[config.mk]
export PLATFORM = sky130hd
export DESIGN_NAME = ps2_rx_frame
export DESIGN_NICKNAME = d
export VERILOG_FILES = /design/src/rtl/ps2_rx_frame.sv
export SDC_FILE = /design/constraint.sdc
export NUM_CORES = 1
export LEC_CHECK = 0
export BUFFER_PORTS_ARGS = -buffer_cell sky130_fd_sc_hd__buf_2
export CORE_UTILIZATION = 30
export DETAILED_ROUTE_END_ITERATION = 10
export PLACE_DENSITY = 0.5
export SYNTH_ARGS = -nofsm -noshare
export SYNTH_HDL_FRONTEND = slang
export SYNTH_SLANG_ARGS = --single-unit
[constraint.sdc]
create_clock -name clk -period 2.55 [get_ports clk]
set_clock_uncertainty 0.1 [all_clocks]
set_input_delay 0.3825 -clock clk [delete_from_list [all_inputs] [get_ports clk]]
set_output_delay 0.3825 -clock clk [all_outputs]
set_load 0.1 [all_outputs]
[src/rtl/ps2_rx_frame.sv]
// ps2_rx_frame
//   PS/2 device-to-host frame receiver.
//   Datapath: 2-FF synchronisers -> ps2_clk glitch filter -> frame FSM -> byte FIFO.
//   The FSM walks IDLE -> SHIFT -> CHECK. CHECK verifies odd parity and the stop bit,
//   then either pushes the byte into the FIFO or raises an error/overflow pulse.
//   The FIFO is first-word fall-through: rd_data already shows the head entry.
//
//   Optional feature macro: PS2_RX_TIMEOUT_EN
//     defined   : inactivity watchdog. A frame is aborted with frame_err when no
//                 falling edge arrives within TIMEOUT_CYC clk cycles while in SHIFT.
//     undefined : no watchdog. SHIFT waits indefinitely and TIMEOUT_CYC is ignored.
module ps2_rx_frame #(
    parameter int FILTER_LEN  = 8,
    parameter int TIMEOUT_CYC = 5000,
    parameter int FIFO_DEPTH  = 4
) (
    input  logic       clk,
    input  logic       rst,
    input  logic       ps2_clk,
    input  logic       ps2_data,
    input  logic       enable_rx,
    input  logic       rd_en,
    output logic [7:0] rd_data,
    output logic       rd_valid,
    output logic       frame_done,
    output logic       frame_err,
    output logic       overflow,
    output logic       busy
);

    localparam int IDX_W = $clog2(FIFO_DEPTH);
    localparam int PTR_W = IDX_W + 1;
`ifdef PS2_RX_TIMEOUT_EN
    localparam int WD_W  = (TIMEOUT_CYC > 2) ? $clog2(TIMEOUT_CYC) : 1;
`endif

    typedef enum logic [1:0] {
        ST_IDLE  = 2'd0,
        ST_SHIFT = 2'd1,
        ST_CHECK = 2'd2
    } state_t;

    // A received byte plus its parity bit must hold an odd number of ones.
    function automatic logic odd_parity_ok(input logic [8:0] bits);
        return ^bits;
    endfunction

    // ------------------------------------------------------------------
    // Synchronisers and clock-line glitch filter
    // ------------------------------------------------------------------
    logic [1:0]            clk_sync_r;
    logic [1:0]            data_sync_r;
    logic [FILTER_LEN-1:0] filt_sr_r;
    logic                  filt_level_r;
    logic                  fall_edge_s;
    logic                  data_s;

    // Two-stage synchronisers for both raw PS/2 lines; idle lines are high.
    always_ff @(posedge clk or posedge rst) begin
        if (rst) begin
            clk_sync_r  <= 2'b11;
            data_sync_r <= 2'b11;
        end else begin
            clk_sync_r  <= {clk_sync_r[0], ps2_clk};
            data_sync_r <= {data_sync_r[0], ps2_data};
        end
    end

    // Filter: the level only changes after FILTER_LEN identical synced samples.
    always_ff @(posedge clk or posedge rst) begin
        if (rst) begin
            filt_sr_r    <= '1;
            filt_level_r <= 1'b1;
        end else begin
            filt_sr_r <= {filt_sr_r[FILTER_LEN-2:0], clk_sync_r[1]};
            if (filt_sr_r == '1) begin
                filt_level_r <= 1'b1;
            end else if (filt_sr_r == '0) begin
                filt_level_r <= 1'b0;
            end else begin
                filt_level_r <= filt_level_r;
            end
        end
    end

    // A falling edge is the single cycle in which the filtered level is about to drop.
    always_comb begin
        fall_edge_s = filt_level_r & (filt_sr_r == '0);
        data_s      = data_sync_r[1];
    end

    // ------------------------------------------------------------------
    // FIFO status and push/pop decisions
    // ------------------------------------------------------------------
    logic [7:0]       mem_r [FIFO_DEPTH];
    logic [PTR_W-1:0] wr_ptr_r;
    logic [PTR_W-1:0] rd_ptr_r;
    logic             fifo_empty_s;
    logic             fifo_full_s;
    logic             pop_s;
    logic             push_s;
    logic             frame_ok_s;

    state_t           state_r;
    logic [9:0]       shift_r;
    logic [3:0]       bit_cnt_r;
    logic             frame_done_r;
    logic             frame_err_r;
    logic             overflow_r;
`ifdef PS2_RX_TIMEOUT_EN
    logic [WD_W-1:0]  wd_cnt_r;
`endif

    // Frame verdict and FIFO handshake. A pop in the CHECK cycle frees the slot
    // the new byte needs, so a full FIFO can still accept that frame.
    always_comb begin
        fifo_empty_s = (wr_ptr_r == rd_ptr_r);
        fifo_full_s  = (wr_ptr_r[IDX_W-1:0] == rd_ptr_r[IDX_W-1:0]) &&
                       (wr_ptr_r[PTR_W-1] != rd_ptr_r[PTR_W-1]);
        pop_s        = rd_en & ~fifo_empty_s;
        frame_ok_s   = odd_parity_ok(shift_r[8:0]) & shift_r[9];
        if (state_r == ST_CHECK) begin
            push_s = frame_ok_s & (~fifo_full_s | pop_s);
        end else begin
            push_s = 1'b0;
        end
    end

    // ------------------------------------------------------------------
    // Frame FSM with registered status pulses
    // ------------------------------------------------------------------
    // Collects start/data/parity/stop bits, judges the frame and raises result pulses.
    always_ff @(posedge clk or posedge rst) begin
        if (rst) begin
            state_r      <= ST_IDLE;
            shift_r      <= 10'd0;
            bit_cnt_r    <= 4'd0;
            frame_done_r <= 1'b0;
            frame_err_r  <= 1'b0;
            overflow_r   <= 1'b0;
`ifdef PS2_RX_TIMEOUT_EN
            wd_cnt_r     <= '0;
`endif
        end else begin
            frame_done_r <= 1'b0;
            frame_err_r  <= 1'b0;
            overflow_r   <= 1'b0;
            case (state_r)
                ST_IDLE: begin
                    // Only a low start bit opens a frame; a high one is ignored.
                    if (fall_edge_s && enable_rx && !data_s) begin
                        state_r   <= ST_SHIFT;
                        bit_cnt_r <= 4'd0;
`ifdef PS2_RX_TIMEOUT_EN
                        wd_cnt_r  <= '0;
`endif
                    end else begin
                        state_r <= ST_IDLE;
                    end
                end
                ST_SHIFT: begin
                    if (fall_edge_s) begin
                        // LSB-first: after ten shifts bit 0 holds data[0], bit 9 the stop bit.
                        shift_r   <= {data_s, shift_r[9:1]};
                        bit_cnt_r <= bit_cnt_r + 4'd1;
`ifdef PS2_RX_TIMEOUT_EN
                        wd_cnt_r  <= '0;
`endif
                        if (bit_cnt_r == 4'd9) begin
                            state_r <= ST_CHECK;
                        end else begin
                            state_r <= ST_SHIFT;
                        end
`ifdef PS2_RX_TIMEOUT_EN
                    end else if (wd_cnt_r == WD_W'(TIMEOUT_CYC - 1)) begin
                        // The device stalled mid-frame: drop the partial frame.
                        frame_err_r <= 1'b1;
                        state_r     <= ST_IDLE;
                        wd_cnt_r    <= '0;
                    end else begin
                        wd_cnt_r <= wd_cnt_r + WD_W'(1);
                        state_r  <= ST_SHIFT;
                    end
`else
                    end else begin
                        state_r <= ST_SHIFT;
                    end
`endif
                end
                ST_CHECK: begin
                    if (push_s) begin
                        frame_done_r <= 1'b1;
                    end else if (frame_ok_s) begin
                        overflow_r <= 1'b1;
                    end else begin
                        frame_err_r <= 1'b1;
                    end
                    state_r <= ST_IDLE;
                end
                default: begin
                    state_r <= ST_IDLE;
                end
            endcase
        end
    end

    // ------------------------------------------------------------------
    // Received-byte FIFO
    // ------------------------------------------------------------------
    // Storage and pointers; push and pop may happen in the same cycle.
    always_ff @(posedge clk or posedge rst) begin
        if (rst) begin
            wr_ptr_r <= '0;
            rd_ptr_r <= '0;
            for (int i = 0; i < FIFO_DEPTH; i++) begin
                mem_r[i] <= 8'd0;
            end
        end else begin
            if (push_s) begin
                mem_r[wr_ptr_r[IDX_W-1:0]] <= shift_r[7:0];
                wr_ptr_r                   <= wr_ptr_r + PTR_W'(1);
            end else begin
                wr_ptr_r <= wr_ptr_r;
            end
            if (pop_s) begin
                rd_ptr_r <= rd_ptr_r + PTR_W'(1);
            end else begin
                rd_ptr_r <= rd_ptr_r;
            end
        end
    end

    // Output drive: every value below comes straight from a register or a register decode.
    always_comb begin
        rd_data    = mem_r[rd_ptr_r[IDX_W-1:0]];
        rd_valid   = ~fifo_empty_s;
        frame_done = frame_done_r;
        frame_err  = frame_err_r;
        overflow   = overflow_r;
        busy       = (state_r != ST_IDLE);
    end

endmodule

==> metrics.txt, run 1 <==
ys async rst share=100%; DIE WIDTH=between 100 and 150 µm; All-Layer GR Usage=between 10 and 15%; routed wire length=about 5500 µm; initial antenna violation count=0; clock buffer depth=2; Comb pwr share=13.6%; Worst slew margin=~58%; Worst-path clk slew=~0.08 ns; Switching Power=roughly 0.66 mW; largest net degree at the start of global routing=between 70 and 80; gr ovfl total=0; Die ar.=10600 µm²; Final GP Congestion=roughly 0.7; Synth area leader=dfrtp_1; number of distinct library cells after synthesis=35; Critical Path Sink=mem_r[11]; # rows=36; vias in the first global route=~1700; Critical Path RT=between 2 and 3 ns; peak supply drop=about 380 µV; #FFs+latches synth=70; outcome=finished clean; CP max FO=8; postcts setup bufs=0; starting density of the core=between 30% and 40%; first-pass GRT wire length=roughly 9400 µm; fmax=430 MHz; DR DRC count=0; Via density=roughly 4.5; number of CTS-inserted buffers=9; core outline area=9820 µm²; Syn. warnings=0; dpl cells=roughly 350; Chip Height=~100 µm; Main synth FF type=dfrtp_1; endpoints failing setup=0; Arrival @ worst endpoint=between 2 and 2.5 ns; Antenna Cells=0; sw frac=between 20% and 30%; max_cap viols=0; Resized Gates After CTS=0; count of pins over their slew limit=0; worst-path cell chain=xor2_1, xnor3_2, xnor2_4, nor3b_4, buf_12, mux2_2; # H-tree levels=3; CTS root buffer=clkbuf_8; Setup TNS Final=0 ns; IO buf count=18; IO Pins=19; worst reg2reg path depth=6; Worst R2R Setup Slack=0.23 ns; PwrDens=between 600 and 700 nW/µm²; leakage=1.74 nW; Synth Net Count=between 200 and 250; TritonCTS clock tree=done; Clk Latency, worst-skew pair=0.33 ns; Tcrit/Tclk final=approximately 91%; post-route ant nets=0; fin cells=~370; synth top area cells=dfrtp_1 (47%), mux2_2 (13%), dfstp_2 (11%); CP Launch Type=flop; DR iter-0 viols=49; layout cell share with drive strength beyond 1=49.2%; CP endpoint kind=flop; hold-fix buffers at CTS=0; DR WL/cell=14.9 µm; via count=~1700; type of the most critical hold path=primary input to async pin; Post-synth EDFFs=0; internal power=between 1.5 and 2 mW; Worst Max-Slew Pin Slew=roughly 0.63 ns; dpl hpwl=3550 µm; unrepaired setup endpoints after global routing=false; CP max-delay cell=xnor3_2; Synth Instances=196; synthesized area=around 3000 µm²; most common cell after layout, fill and taps aside=dfrtp_1; final hold violations=0; CTS sink count=70; post-route minimum period=approximately 2.3 ns; Pre-antenna DRT Iters=4; Synth-to-Final Area Change=19.7%; Clk pwr share=39.3%; R2R Path Start=shift_r[6]; post-synthesis sequential area ratio=57.9%; critical path type=flop to flop; average size of a mapped cell=between 15 and 20 µm²; crit-path max cell delay=0.49 ns; final net count=roughly 240; sequential share of power=between 40% and 50%; Synth top area share=between 40% and 50%; CP Launch Point=shift_r[6]; commonest cells after routing, fill and taps aside=dfrtp_1 (57), mux2_2 (35), buf_2 (18), dfstp_2 (13), clkbuf_8 (10); Worst R2R End=mem_r[11]
flip-flops by register name (all words and copies together) (netlist names), 2 cells and up:
| name | cells |
|---|---|
| bit_cnt_r | 4 |
| clk_sync_r | 2 |
| data_sync_r | 2 |
| filt_sr_r | 8 |
| mem_r | 32 |
| rd_ptr_r | 3 |
| shift_r | 10 |
| state_r | 2 |
| wr_ptr_r | 3 |
Yosys cell counts (4+ instances only):
master / n
nand3_1: 4
mux2_4: 8
ha_1: 7
mux4_2: 8
xnor2_1: 8
nand2_1: 6
inv_1: 6
mux2_2: 35
dfrtp_1: 57
dfstp_2: 13
o21ai_0: 7
xor2_1: 4
cell families (layout without fill, tap and decap cells):
group           after synthesis  in the layout  synth area share [%]
mux                          52             52                  23.1
buf+inv                      10             50                  1.56
flops                        70             70                  57.9
compound gates               11             11                  1.97
xor+xnor                     14             14                  5.13
simple gates                 32             32                  7.46
fa+ha+maj                     7              7                  2.87
cell type report:
type / instances / area, µm²
fillers: 997 / 6170
flip-flops and latches: 70 / 1770
multi-input cells: 116 / 1240
repair buffers: 28 / 228
clock buffers: 14 / 216
well taps: 133 / 166
inverters: 6 / 22.5
clock inverters: 2 / 15.0
power by group through the flow:
stage                     combinational, mW  clock (mW)  sequential, mW
after floorplan                       0.261           0            1.20
after global placement                0.342           0            1.20
after detailed placement              0.347           0            1.20
after CTS                             0.348        1.02            1.18
after global routing                  0.375        1.07            1.19
final                                 0.342       0.985            1.18
per-layer routing:
metal,part of all wire [%],routed length (µm),global-route usage (%)
met1,51,2830,17.4
met2,44,2400,17.3
met3,3.1,170,2.58
met4,1.9,106,6.50
met5,0,0,0
how the worst min path moves through the flow:
stage,start,to,slack (ns)
2_1_floorplan,clk_sync_r[0],clk_sync_r[1],0.25
3_5_place_dp,data_sync_r[0],data_sync_r[1],0.25
5_1_grt,ps2_clk,clk_sync_r[0],0.009
3_3_place_gp,clk_sync_r[1],filt_sr_r[0],0.25
6_report,rst,bit_cnt_r[2],0.03
4_1_cts,ps2_clk,clk_sync_r[0],0.02
critical path: cells and delay by family, from the launching register on:
kind / cells / cell delay (ns)
xor gates and xnor gates: 3 / 0.90
muxes: 1 / 0.33
and+or+nand+nor: 1 / 0.27
buffers and inverters: 1 / 0.17
DFF: 1 / 0.44
metrics by stage:
stage                     worst slack [ns]  utilization [%]  cell area (µm²)  total power, mW  hold slack, ns
after CTS                            0.201             37.2             3650             2.56          0.0161
after global placement               0.239             34.8             3420             1.55           0.247
final                                0.226             37.2             3650             2.51          0.0266
after detailed placement             0.247             34.8             3420             1.55           0.247
after global routing                 0.137             37.2             3650             2.64         0.00948
after floorplan                     0.0664                -             3050             1.46           0.245
Note: power is estimated with default switching activity, not from simulation.
==> run 2, diff against run 1 <==
--- a/config.mk
+++ b/config.mk
@@ -7,6 +7,7 @@
 export LEC_CHECK = 0
 export BUFFER_PORTS_ARGS = -buffer_cell sky130_fd_sc_hd__buf_2
 export CORE_UTILIZATION = 30
+export CTS_CLUSTER_DIAMETER = 60
 export DETAILED_ROUTE_END_ITERATION = 10
 export PLACE_DENSITY = 0.5
 export SYNTH_ARGS = -nofsm -noshare
==> constraint.sdc (replaced) <==
create_clock -name clk -period 2.4 [get_ports clk]
set_clock_uncertainty 0.1 [all_clocks]
set_input_delay 0.36 -clock clk [delete_from_list [all_inputs] [get_ports clk]]
set_output_delay 0.36 -clock clk [all_outputs]
set_load 0.1 [all_outputs]
==> metrics.txt, run 2 (same netlist as run 1, synthesis figures left out) <==
dpl hpwl=3590 µm; Power Total=~2.5 mW; DIE WIDTH=roughly 100 µm; routed wire length=approximately 5600 µm; peak supply drop=between 200 and 300 µV; gr ovfl total=0; Worst-path clk slew=0.08 ns; area of the multi-input gates=1250 µm²; Worst slew margin=a little under three fifths; Clk Latency, worst-skew pair=between 0.3 and 0.4 ns; Critical Path RT=just under 2 ns; Setup TNS Final=0 ns; most common cell after layout, fill and taps aside=dfrtp_1; Tcrit/Tclk final=~96%; CP max FO=10; IO Pins=19; outcome=finished, violations left; post-route ant nets=0; via count=1668; unrepaired setup endpoints after global routing=false; layout cell share with drive strength beyond 1=between 40% and 50%; # fillers=988; number of CTS-inserted buffers=9; type of the most critical hold path=primary input to async pin; IO buf count=18; CP max-delay cell=mux4_2; CTS root buffer=clkbuf_8; Arrival @ worst endpoint=1.84 ns; Synth-to-Final Area Change=19.7%; endpoints failing setup=0; postcts setup bufs=0; Core Util, Final=between 30% and 40%; CP endpoint kind=primary output; Most flops, register=mem_r; Hold WS=-0.00555 ns; Final GP Congestion=around 0.73; max reg flops=32; final hold violations=11; top flop regs=mem_r: 32 flops, shift_r: 10 flops, filt_sr_r: 8 flops; failing checks=hold timing; DR DRC count=0; clock buffer depth=2; Pre-antenna DRT Iters=4; critical path type=flop to primary output; count of pins over their slew limit=0; DR WL/cell=14.9 µm; CTS sink count=70; first-pass GRT wire length=about 9400 µm; fin cells=about 380; post-route minimum period=between 2 and 2.5 ns; Worst Max-Slew Pin Slew=roughly 0.65 ns; vias in the first global route=between 1500 and 2000; Via density=about 4.4; final net count=about 250; crit-path max cell delay=around 0.54 ns; # rows=36; # H-tree levels=3; Placed Area=about 3400 µm²; worst-path cell chain=buf_4, mux4_2, buf_2; PwrDens=690 nW/µm²; leakage=roughly 1.7 nW; All-Layer GR Usage=about 12%; TritonCTS clock tree=done; Antenna Cells=0; DR iter-0 viols=38; starting density of the core=31.1%; Chip Height=between 100 and 150 µm; design area=about 3700 µm²; core outline area=between 9000 and 10000 µm²; commonest cells after routing, fill and taps aside=dfrtp_1 (57), mux2_2 (35), buf_2 (16), dfstp_2 (13), buf_4 (12); max_cap viols=0; Die ar.=10600 µm²; dpl cells=358; CP Launch Type=flop; largest net degree at the start of global routing=28; fmax=about 430 MHz; sequential standard cell area=1770 µm²; initial antenna violation count=0
[run 2: changes by cell type in the layout (fill, tap and decap cells not counted), sizes merged]
cell and delta:
clkbuf +1, clkinvlp +2, dlygate4sd3 +2, inv -1, buf +3
[run 2: final timing paths]
| path | startpoint | to | slack [ns] | depth (start not counted) |
|---|---|---|---|---|
| setup / recovery | rd_ptr_r[1] | rd_data[2] | 0.1 | 3 |
| hold / removal | rst | mem_r[31] | -0.006 | 2 |
| setup reg to reg | shift_r[8] | mem_r[2] | 0.12 | 6 |
| hold reg to reg | clk_sync_r[1] | filt_sr_r[0] | 0.26 | 0 |
| max in group asynchronous | rst | filt_sr_r[7] | 1.44 | 3 |
| min in group clk | rd_en | rd_ptr_r[2] | 0.21 | 3 |
[run 2: layer usage]
layer | global-route usage (%) | routed length (µm) | vias up
met5 | 0 | 0 | -
met4 | 3.90 | 65 | 0
met3 | 5.22 | 241 | 6
met2 | 18.3 | 2530 | 23
met1 | 16.5 | 2770 | 857
li1 | - | - | 782
[run 2: worst max-delay path, delay by kind of cell, from the launching register on]
kind | cells | cell delay, ns
DFF | 1 | 0.39
muxes | 1 | 0.54
buffers and inverters | 2 | 0.56
[run 2: layout make-up]
class	instances	share of cell area [%]
multi-input cells	116	34.2
repair buffers	35	7.26
well taps	133	4.55
inverters	6	0.616
clock inverters	3	0.548
flip-flops and latches	70	48.4
clock buffers	13	4.38
[run 2: repair_timing]
item / in CTS / in global routing
hold endpoints to repair: 2 / 0
setup endpoints to repair: 0 / 2
hold buffers: 2 / 0
gates resized for setup: 0 / 2
[run 2: power breakdown]
part	leakage, nW	internal [mW]	switching (mW)
Clock	0.0848	0.438	0.443
Sequential	0.895	1.23	0.0323
Combinational	0.757	0.153	0.225
[run 2: stage by stage]
step	hold WS, ns	setup slack (ns)
floorplan	0.245	0.00472
global placement	0.246	0.136
detailed placement	0.247	0.132
CTS	0.000333	0.0506
global route	0.0272	0.00850
finish	-0.00555	0.0963
